### config.mk
export PLATFORM = sky130hd
export DESIGN_NAME = fpu_op_sequencer
export DESIGN_NICKNAME = d
export VERILOG_FILES = /design/src/rtl/fpu_seq_pkg.sv /design/src/rtl/fpu_seq_fifo.sv /design/src/rtl/fpu_op_sequencer.sv
export SDC_FILE = /design/constraint.sdc
export NUM_CORES = 1
export LEC_CHECK = 0
export ABC_AREA = 1
export CAP_MARGIN = 10
export CORE_MARGIN = 5
export CORE_UTILIZATION = 40
export CTS_CLUSTER_SIZE = 12
export DETAILED_ROUTE_END_ITERATION = 6
export HOLD_SLACK_MARGIN = 0.05
export PLACE_DENSITY = 0.71
export SKIP_LAST_GASP = 1
export SYNTH_ARGS = -nofsm -noshare
export SYNTH_HDL_FRONTEND = slang
export SYNTH_SLANG_ARGS = --single-unit
export TNS_END_PERCENT = 30
### constraint.sdc
create_clock -name clk -period 7.1 [get_ports clk]
set_clock_uncertainty 0.15 [all_clocks]
set_input_delay 1.42 -clock clk [delete_from_list [all_inputs] [get_ports clk]]
set_output_delay 1.42 -clock clk [all_outputs]
set_load 0.02 [all_outputs]
### src/rtl/fpu_seq_pkg.sv
// fpu_seq_pkg: shared state encoding, command/result records and constants
// for the FPU operation sequencer (records are sized at the default widths).
package fpu_seq_pkg;

  localparam int SEQ_DATA_W = 32;
  localparam int SEQ_OP_W   = 8;
  localparam int SEQ_RM_W   = 2;
  localparam int SEQ_CSR_W  = 12;

  // Opcode bit that marks a compare operation.
  localparam int CMP_BIT = 3;

  typedef enum logic [2:0] {
    IDLE,
    DECODE,
    EXECUTE,
    WAIT,
    FLUSH,
    DRAIN,
    HOLD
  } seq_state_t;

  typedef struct packed {
    logic [SEQ_OP_W-1:0]   op;
    logic [SEQ_RM_W-1:0]   rm;
    logic [SEQ_DATA_W-1:0] opa;
    logic [SEQ_DATA_W-1:0] opb;
  } cmd_t;

  typedef struct packed {
    logic [SEQ_DATA_W-1:0] data;
    logic                  cmp;
    logic [SEQ_CSR_W-1:0]  fpcsr;
    logic                  timeout;
  } res_t;

endpackage

### src/rtl/fpu_seq_fifo.sv
// fpu_seq_fifo: generic DEPTH-entry synchronous FIFO of element type T.
// Pointers carry one extra wrap bit so full and empty can be told apart.
module fpu_seq_fifo
  import fpu_seq_pkg::*;
#(
  parameter int  DEPTH = 4,
  parameter type T     = cmd_t
) (
  input  logic clk,
  input  logic reset_n,
  input  logic push,
  input  logic pop,
  input  T     wdata,
  output T     rdata,
  output logic full,
  output logic empty
);

  localparam int AW = $clog2(DEPTH);

  T            mem [DEPTH];
  logic [AW:0] wr_ptr;
  logic [AW:0] rd_ptr;
  logic        do_push;
  logic        do_pop;

  // A pop frees the head slot in the same cycle, so a full FIFO may also take a push.
  assign do_pop  = pop && !empty;
  assign do_push = push && (!full || do_pop);

  always_ff @(posedge clk or negedge reset_n) begin
    if (!reset_n) begin
      wr_ptr <= '0;
      rd_ptr <= '0;
    end else begin
      if (do_push) wr_ptr <= wr_ptr + 1'b1;
      if (do_pop)  rd_ptr <= rd_ptr + 1'b1;
    end
  end

  always_ff @(posedge clk) begin
    if (do_push) mem[wr_ptr[AW-1:0]] <= wdata;
  end

  assign rdata = mem[rd_ptr[AW-1:0]];
  assign empty = (wr_ptr == rd_ptr);
  assign full  = (wr_ptr[AW] != rd_ptr[AW]) && (wr_ptr[AW-1:0] == rd_ptr[AW-1:0]);

endmodule

### src/rtl/fpu_op_sequencer.sv
// fpu_op_sequencer: queues FPU commands and drives the decode/execute/flush handshake,
// returning one result record per op. Define FPU_SEQ_TIMEOUT_EN to bound WAIT and DRAIN.
module fpu_op_sequencer
  import fpu_seq_pkg::*;
#(
  parameter int DATA_W  = SEQ_DATA_W,
  parameter int OP_W    = SEQ_OP_W,
  parameter int RM_W    = SEQ_RM_W,
  parameter int CSR_W   = SEQ_CSR_W,
  parameter int DEPTH   = 4,
  parameter int TIMEOUT = 64
) (
  input  logic              clk,
  input  logic              reset_n,
  input  logic              cmd_valid,
  output logic              cmd_ready,
  input  logic [OP_W-1:0]   cmd_op,
  input  logic [RM_W-1:0]   cmd_rm,
  input  logic [DATA_W-1:0] cmd_opa,
  input  logic [DATA_W-1:0] cmd_opb,
  output logic              fpu_decode,
  output logic              fpu_execute,
  output logic              fpu_flush,
  output logic [OP_W-1:0]   fpu_op,
  output logic [RM_W-1:0]   fpu_rm,
  output logic [DATA_W-1:0] fpu_opa,
  output logic [DATA_W-1:0] fpu_opb,
  input  logic [DATA_W-1:0] fpu_out,
  input  logic              fpu_valid_arith,
  input  logic              fpu_valid_cmp,
  input  logic              fpu_cmp,
  input  logic [CSR_W-1:0]  fpu_fpcsr,
  output logic              res_valid,
  input  logic              res_ready,
  output logic [DATA_W-1:0] res_data,
  output logic              res_cmp,
  output logic [CSR_W-1:0]  res_fpcsr,
  output logic              res_timeout,
  output logic              busy,
  output logic [15:0]       done_cnt
);

  typedef struct packed {
    logic [OP_W-1:0]   op;
    logic [RM_W-1:0]   rm;
    logic [DATA_W-1:0] opa;
    logic [DATA_W-1:0] opb;
  } issue_t;

  if (TIMEOUT < 1 || DEPTH < 2 || (DEPTH & (DEPTH - 1)) != 0) begin : g_param_check
    $error("fpu_op_sequencer: DEPTH must be a power of two >= 2 and TIMEOUT >= 1");
  end

  seq_state_t        state_q;
  seq_state_t        state_d;
  issue_t            issue_q;
  issue_t            cmd_in;
  issue_t            fifo_rdata;
  logic              fifo_full;
  logic              fifo_empty;
  logic              fifo_push;
  logic              fifo_pop;
  logic              cmd_fire;
  logic              bypass;
  logic              op_is_cmp;
  logic              op_done;
  logic              wait_expired;
  logic              timeout_fire;
  logic [DATA_W-1:0] res_data_q;
  logic              res_cmp_q;
  logic [CSR_W-1:0]  res_fpcsr_q;
  logic [15:0]       done_cnt_q;

  assign cmd_in    = {cmd_op, cmd_rm, cmd_opa, cmd_opb};
  assign cmd_ready = !fifo_full;
  assign cmd_fire  = cmd_valid && !fifo_full;

  // An idle, empty sequencer loads the offered command straight into the issue register.
  assign bypass    = (state_q == IDLE) && fifo_empty && cmd_fire;
  assign fifo_push = cmd_fire && !bypass;

  fpu_seq_fifo #(
    .DEPTH (DEPTH),
    .T     (issue_t)
  ) u_fifo (
    .clk     (clk),
    .reset_n (reset_n),
    .push    (fifo_push),
    .pop     (fifo_pop),
    .wdata   (cmd_in),
    .rdata   (fifo_rdata),
    .full    (fifo_full),
    .empty   (fifo_empty)
  );

  assign op_is_cmp    = issue_q.op[CMP_BIT];
  assign op_done      = (state_q == WAIT) && (op_is_cmp ? fpu_valid_cmp : fpu_valid_arith);
  assign timeout_fire = wait_expired && !op_done && ((state_q == WAIT) || (fpu_out != '0));

`ifdef FPU_SEQ_TIMEOUT_EN
  localparam int CNT_W = (TIMEOUT > 1) ? $clog2(TIMEOUT) : 1;

  logic [CNT_W-1:0] wait_cnt_q;
  logic             timeout_q;

  // The counter restarts for WAIT and again for DRAIN, giving each its own budget.
  always_ff @(posedge clk or negedge reset_n) begin
    if (!reset_n) begin
      wait_cnt_q <= '0;
      timeout_q  <= 1'b0;
    end else begin
      if (state_q == EXECUTE || state_q == FLUSH) begin
        wait_cnt_q <= '0;
      end else if ((state_q == WAIT || state_q == DRAIN) && !wait_expired) begin
        wait_cnt_q <= wait_cnt_q + 1'b1;
      end
      if (op_done) begin
        timeout_q <= 1'b0;
      end else if (timeout_fire) begin
        timeout_q <= 1'b1;
      end
    end
  end

  assign wait_expired = (state_q == WAIT || state_q == DRAIN) &&
                        (wait_cnt_q == CNT_W'(TIMEOUT - 1));
  assign res_timeout  = timeout_q;
`else
  assign wait_expired = 1'b0;
  assign res_timeout  = 1'b0;
`endif

  always_ff @(posedge clk or negedge reset_n) begin
    if (!reset_n) state_q <= IDLE;
    else          state_q <= state_d;
  end

  always_comb begin
    state_d  = state_q;
    fifo_pop = 1'b0;
    case (state_q)
      IDLE: begin
        if (!fifo_empty) begin
          fifo_pop = 1'b1;
          state_d  = DECODE;
        end else if (cmd_fire) begin
          state_d = DECODE;
        end
      end
      DECODE:  state_d = EXECUTE;
      EXECUTE: state_d = WAIT;
      WAIT: begin
        if (op_done || timeout_fire) state_d = FLUSH;
      end
      FLUSH: state_d = DRAIN;
      DRAIN: begin
        if (fpu_out == '0 || timeout_fire) state_d = HOLD;
      end
      HOLD: begin
        if (res_ready) begin
          if (!fifo_empty) begin
            fifo_pop = 1'b1;
            state_d  = DECODE;
          end else begin
            state_d = IDLE;
          end
        end
      end
      default: state_d = IDLE;
    endcase
  end

  // Issue register, result capture and completion counter.
  always_ff @(posedge clk or negedge reset_n) begin
    if (!reset_n) begin
      issue_q     <= '0;
      res_data_q  <= '0;
      res_cmp_q   <= 1'b0;
      res_fpcsr_q <= '0;
      done_cnt_q  <= '0;
    end else begin
      if (fifo_pop) begin
        issue_q <= fifo_rdata;
      end else if (bypass) begin
        issue_q <= cmd_in;
      end
      if (op_done) begin
        res_data_q  <= op_is_cmp ? '0 : fpu_out;
        res_cmp_q   <= op_is_cmp && fpu_cmp;
        res_fpcsr_q <= fpu_fpcsr;
      end else if (timeout_fire) begin
        res_data_q  <= '0;
        res_cmp_q   <= 1'b0;
        res_fpcsr_q <= '0;
      end
      if (state_q == HOLD && res_ready) done_cnt_q <= done_cnt_q + 16'd1;
    end
  end

  assign fpu_decode  = (state_q == DECODE);
  assign fpu_execute = (state_q == EXECUTE);
  assign fpu_flush   = (state_q == FLUSH);
  assign fpu_op      = issue_q.op;
  assign fpu_rm      = issue_q.rm;
  assign fpu_opa     = issue_q.opa;
  assign fpu_opb     = issue_q.opb;
  assign res_valid   = (state_q == HOLD);
  assign res_data    = res_data_q;
  assign res_cmp     = res_cmp_q;
  assign res_fpcsr   = res_fpcsr_q;
  assign busy        = (state_q != IDLE) || !fifo_empty;
  assign done_cnt    = done_cnt_q;

endmodule

==> out/qor.csv, run 1 <==
stage,metric,value,unit
logic_synthesis,Async SR Flop Fraction,32.7,%
grt,GRT overflow,0,
clocking,hold buffer count at CTS,0,
logic_synthesis,Synth area leader,edfxtp_1,
logic_synthesis,most frequent cell after synthesis,nand2_1,
logic_synthesis,Post-synth top cells,"nand2_1 (758), edfxtp_1 (296), nand3_1 (234)",
logic_synthesis,Compound-Gate Fraction of Synth Area,3.17,%
logic_synthesis,sequential-to-total area share from yosys stat,68.5,%
run_status,last step reached,detailed routing (5_2_route),
grt,first-pass GRT wire length,71000,µm
die,I/O Pins,267,
logic_synthesis,Synth area leaders,"edfxtp_1 (49%), dfrtp_1 (20%), nand2_1 (16%)",
clocking,Root Buffer,clkbuf_16,
run_status,Err,Error: net124 1 pin not visited #guides = 274,
grt,overall routing resource usage,17.6,%
placement,area post-placement,21300,µm²
logic_synthesis,Post-Syn Area,18200,µm²
clocking,# H-tree levels,2,
die,Die X-Extent,223,µm
logic_synthesis,simple-gate portion of the synthesized area,23.7,%
grt,largest net degree at the start of global routing,154,
logic_synthesis,Mean Syn Cell Area,10.4,µm²
logic_synthesis,number of synthesized flops with an enable pin,296,
clocking,maximum clock path buffer count,3,
logic_synthesis,mux cell area share after synthesis,0,%
grt,initial antenna violation count,5,
clocking,CTS sink cnt,440,
logic_synthesis,"Warnings, synthesis",0,
placement,I/O Buffers,265,
logic_synthesis,Syn Nets,1892,
die,Initial Utilization,40.3,%
placement,RePlAce Congestion,0.901,
logic_synthesis,main combinational cell family by area after synthesis,simple AND/OR/NAND/NOR gates,
clocking,Num CTS Buffers,48,
die,Cell Rows,78,
logic_synthesis,#FFs+latches synth,440,
clocking,setup repair bufs after CTS,0,
run_status,status,aborted with a tool error,
logic_synthesis,adder-cell share of the synthesized area,0.412,%
placement,HPWL after DPL,26900,µm
logic_synthesis,Mapped Cells,1761,
grt,vias in the first global route,12820,
clocking,post-CTS sizing,0,
die,die height,223,µm
logic_synthesis,unique cell type count in the Yosys netlist,31,
logic_synthesis,top-area cell type share of the netlist area,48.8,%
logic_synthesis,most common flop cell mapped by yosys,edfxtp_1,
logic_synthesis,post-synthesis xor/xnor area fraction,0.625,%
layer usage:
metal  track usage, %
met1             23.7
met2             28.7
met3             3.70
met4             5.63
met5                0
per-stage QoR:
stage          cells  worst slack [ns]  utilization [%]
2_1_floorplan   1761              1.62                -
3_3_place_gp    2536              2.78             47.1
3_5_place_dp    2536              2.77             47.1
4_1_cts         2626              2.55             50.5
5_1_grt         2626              2.46             50.5
kinds of logic after synthesis:
group           after synthesis
compound gates              114
other cells                   1
flops                       440
xor+xnor                     13
simple gates               1055
buf+inv                     132
fa+ha+maj                     6
==> run 2: changes to the inputs <==
Settings changed: CORE_UTILIZATION 40 to 25, CTS_CLUSTER_SIZE 12 to not set, HOLD_SLACK_MARGIN 0.05 to not set, PLACE_DENSITY 0.71 to not set, PLACE_DENSITY_LB_ADDON set to 0.15.
==> out/qor.csv, run 2 <==
stage,metric,value,unit
sta,Fin Hold WS,0.329,ns
power_and_ir_drop,power per cell area,463,nW/µm²
worst_setup_path,arrival time of the worst setup path,2.91,ns
cells_and_area,layout cells sized above 1,5.01,%
logic_synthesis,sequential-to-total area share from yosys stat,68.5,%
logic_synthesis,#FFs+latches synth,440,
sta,Max Slew Vio Count,0,
drt,drt total wl,53900,µm
cells_and_area,area occupied by registers,12500,µm²
logic_synthesis,Post-Syn Area,18200,µm²
grt,overall routing resource usage,13.3,%
die,die area,78400,µm²
grt,vias in the first global route,12828,
sta,Tcrit/Tclk final,63.1,%
cells_and_area,"commonest non-fill, non-tap cell in the layout",nand2_1,
worst_setup_path,Worst R2R End,u_fifo.mem[3][52]$_DFFE_PP_,
die,die height,280,µm
sta,final setup TNS,0,ns
logic_synthesis,most common flop cell mapped by yosys,edfxtp_1,
cells_and_area,Area Growth Syn to Fin,28.3,%
die,core area,72600,µm²
clocking,# H-tree levels,2,
sta,Final min period,4.48,ns
sta,Max Freq,223,MHz
worst_hold_path,Worst Hold End,res_fpcsr[10]$_DFFE_PN0P_,
run,max-cap violations,0,
logic_synthesis,top-area cell type share of the netlist area,48.8,%
logic_synthesis,Async SR Flop Fraction,32.7,%
grt,largest net degree at the start of global routing,158,
logic_synthesis,Synth area leaders,"edfxtp_1 (49%), dfrtp_1 (20%), nand2_1 (16%)",
clocking,hold buffer count at CTS,0,
clocking,Root Buffer,clkbuf_16,
logic_synthesis,unique cell type count in the Yosys netlist,31,
drt,DRT Pass-1 Iters,5,
logic_synthesis,Syn Nets,1892,
cells_and_area,most frequent cells in the layout,"nand2_1 (755), edfxtp_1 (296), clkdlybuf4s50_1 (264)",
clocking,setup repair bufs after CTS,0,
cells_and_area,multi-input logic area,5150,µm²
worst_setup_path,R2R Path Start,u_fifo.rd_ptr[0]$_DFFE_PN0P_,
clocking,maximum clock path buffer count,3,
clocking,"Reg clk slew, reported paths",0.06,ns
logic_synthesis,Mean Syn Cell Area,10.4,µm²
die,Cell Rows,99,
worst_hold_path,hold depth,2,
run_status,status,"finished, final reports clean",
grt,first-pass GRT wire length,81400,µm
clocking,CTS tree,yes,
worst_setup_path,crit path kind,register to output port,
worst_setup_path,r2r worst-path depth,10,
placement,Placed Cells incl. Taps,2898,
drt,detailed-route wire length per cell,18.0,µm
sta,RSZ-0062 raised after global routing,false,
sta,"Setup violations, final",0,
drt,post-route ant nets,0,
cells_and_area,NumNets Final,2124,
drt,Starting DRT DRC Count,867,
worst_setup_path,R2R setup slack,2.97,ns
logic_synthesis,"Warnings, synthesis",0,
drt,DRC viols,0,
die,I/O Pins,267,
power_and_ir_drop,Max VDD drop,318,µV
placement,HPWL after DPL,32500,µm
drt,Avg Vias per Cell,4.31,
grt,initial antenna violation count,8,
grt,GRT overflow,0,
worst_setup_path,"Max FO, Critical Path",95,
power_and_ir_drop,Leak,9.46,nW
cells_and_area,max reg flops,296,
worst_setup_path,Worst setup SP type,register,
clocking,CTS sink cnt,440,
clocking,Num CTS Buffers,52,
drt,vias,12901,
logic_synthesis,Synth area leader,edfxtp_1,
sta,Worst-Margin Slew,1.12,ns
logic_synthesis,most frequent cell after synthesis,nand2_1,
die,Initial Utilization,25.1,%
placement,RePlAce Congestion,0.771,
clocking,post-CTS sizing,0,
logic_synthesis,Post-synth top cells,"nand2_1 (758), edfxtp_1 (296), nand3_1 (234)",
sta,final hold violation count,0,
worst_hold_path,Tightest Hold Check Type,register to register,
cells_and_area,final non-filler cell total,2995,
die,Die X-Extent,280,µm
cells_and_area,filler cell count,7457,
worst_setup_path,data required time of the worst path,5.53,ns
worst_setup_path,Critical path origin,u_fifo.rd_ptr[0]$_DFFE_PN0P_,
worst_setup_path,Setup crit end kind,output port,
placement,I/O Buffers,265,
logic_synthesis,number of synthesized flops with an enable pin,296,
clocking,worst skew pair latency,0.59,ns
logic_synthesis,Mapped Cells,1761,
worst_hold_path,min-delay src,res_fpcsr[10]$_DFFE_PN0P_,
sta,Slew headroom,25.2,%
run 2: metrics by stage:
stage / worst slack [ns] / cell area [µm²] / total power, W / utilization [%]
2_1_floorplan: 1.62 / 18200 / 0.00670 / -
3_3_place_gp: 2.60 / 21700 / 0.00836 / 29.9
3_5_place_dp: 2.56 / 21700 / 0.00839 / 29.9
4_1_cts: 2.41 / 23400 / 0.0111 / 32.2
5_1_grt: 2.39 / 23400 / 0.0116 / 32.2
6_report: 2.62 / 23400 / 0.0108 / 32.2
run 2: worst max-delay path by stage:
stage,to,slack [ns],cells past startpoint
2_1_floorplan,u_fifo.mem[3][0]$_DFFE_PP_,1.62,4
3_3_place_gp,u_fifo.mem[3][55]$_DFFE_PP_,2.60,6
3_5_place_dp,fpu_opa[28]$_DFFE_PN0P_,2.56,7
4_1_cts,busy,2.41,6
5_1_grt,busy,2.39,6
6_report,busy,2.62,6
run 2: critical path, stage by stage, from the launching register on:
cell and delay (ns):
dfrtp_4 0.49, inv_4 0.72, nand2_1 0.10, nand2_1 0.13
nor2_2 0.06, nand3_1 0.12, clkdlybuf4s50_1 0.69
run 2: report_power, final:
part	switching (W)	internal, W
clock network	0.00105	0.00156
logic	0.00288	0.00145
registers	0.000320	0.00357
run 2: kinds of logic (layout without fill, tap and decap cells):
| kind of cell | after synthesis | after routing | synth area share, % |
|---|---|---|---|
| AO/OA/AOI/OAI | 114 | 114 | 3.17 |
| buffers and inverters | 132 | 406 | 3.54 |
| AND/OR/NAND/NOR | 1055 | 1055 | 23.7 |
| XOR/XNOR | 13 | 13 | 0.625 |
| other | 1 | 2 | 0.0206 |
| flip-flops | 440 | 440 | 68.5 |
| adder cells (fa/ha/maj) | 6 | 6 | 0.412 |
run 2: routing by layer:
| layer | vias to the layer above | wire length [µm] | track usage, % |
|---|---|---|---|
| met4 | 14 | 936 | 2.84 |
| met2 | 286 | 25400 | 22.3 |
| met3 | 76 | 3630 | 3.69 |
| met5 | - | 99 | 0 |
| li1 | 6371 | - | - |
| met1 | 6154 | 23900 | 17.3 |
run 2: final cells by class:
type                            count  area share, %
Antenna cell                        1         0.0107
Clock buffer                       84           6.34
Clock inverter                     12          0.690
Inverter                           29          0.482
Multi-Input combinational cell   1189           22.0
Sequential cell                   440           53.5
Tap cell                          959           5.13
Timing Repair Buffer              281           11.9
Note: power is estimated with default switching activity, not from simulation.
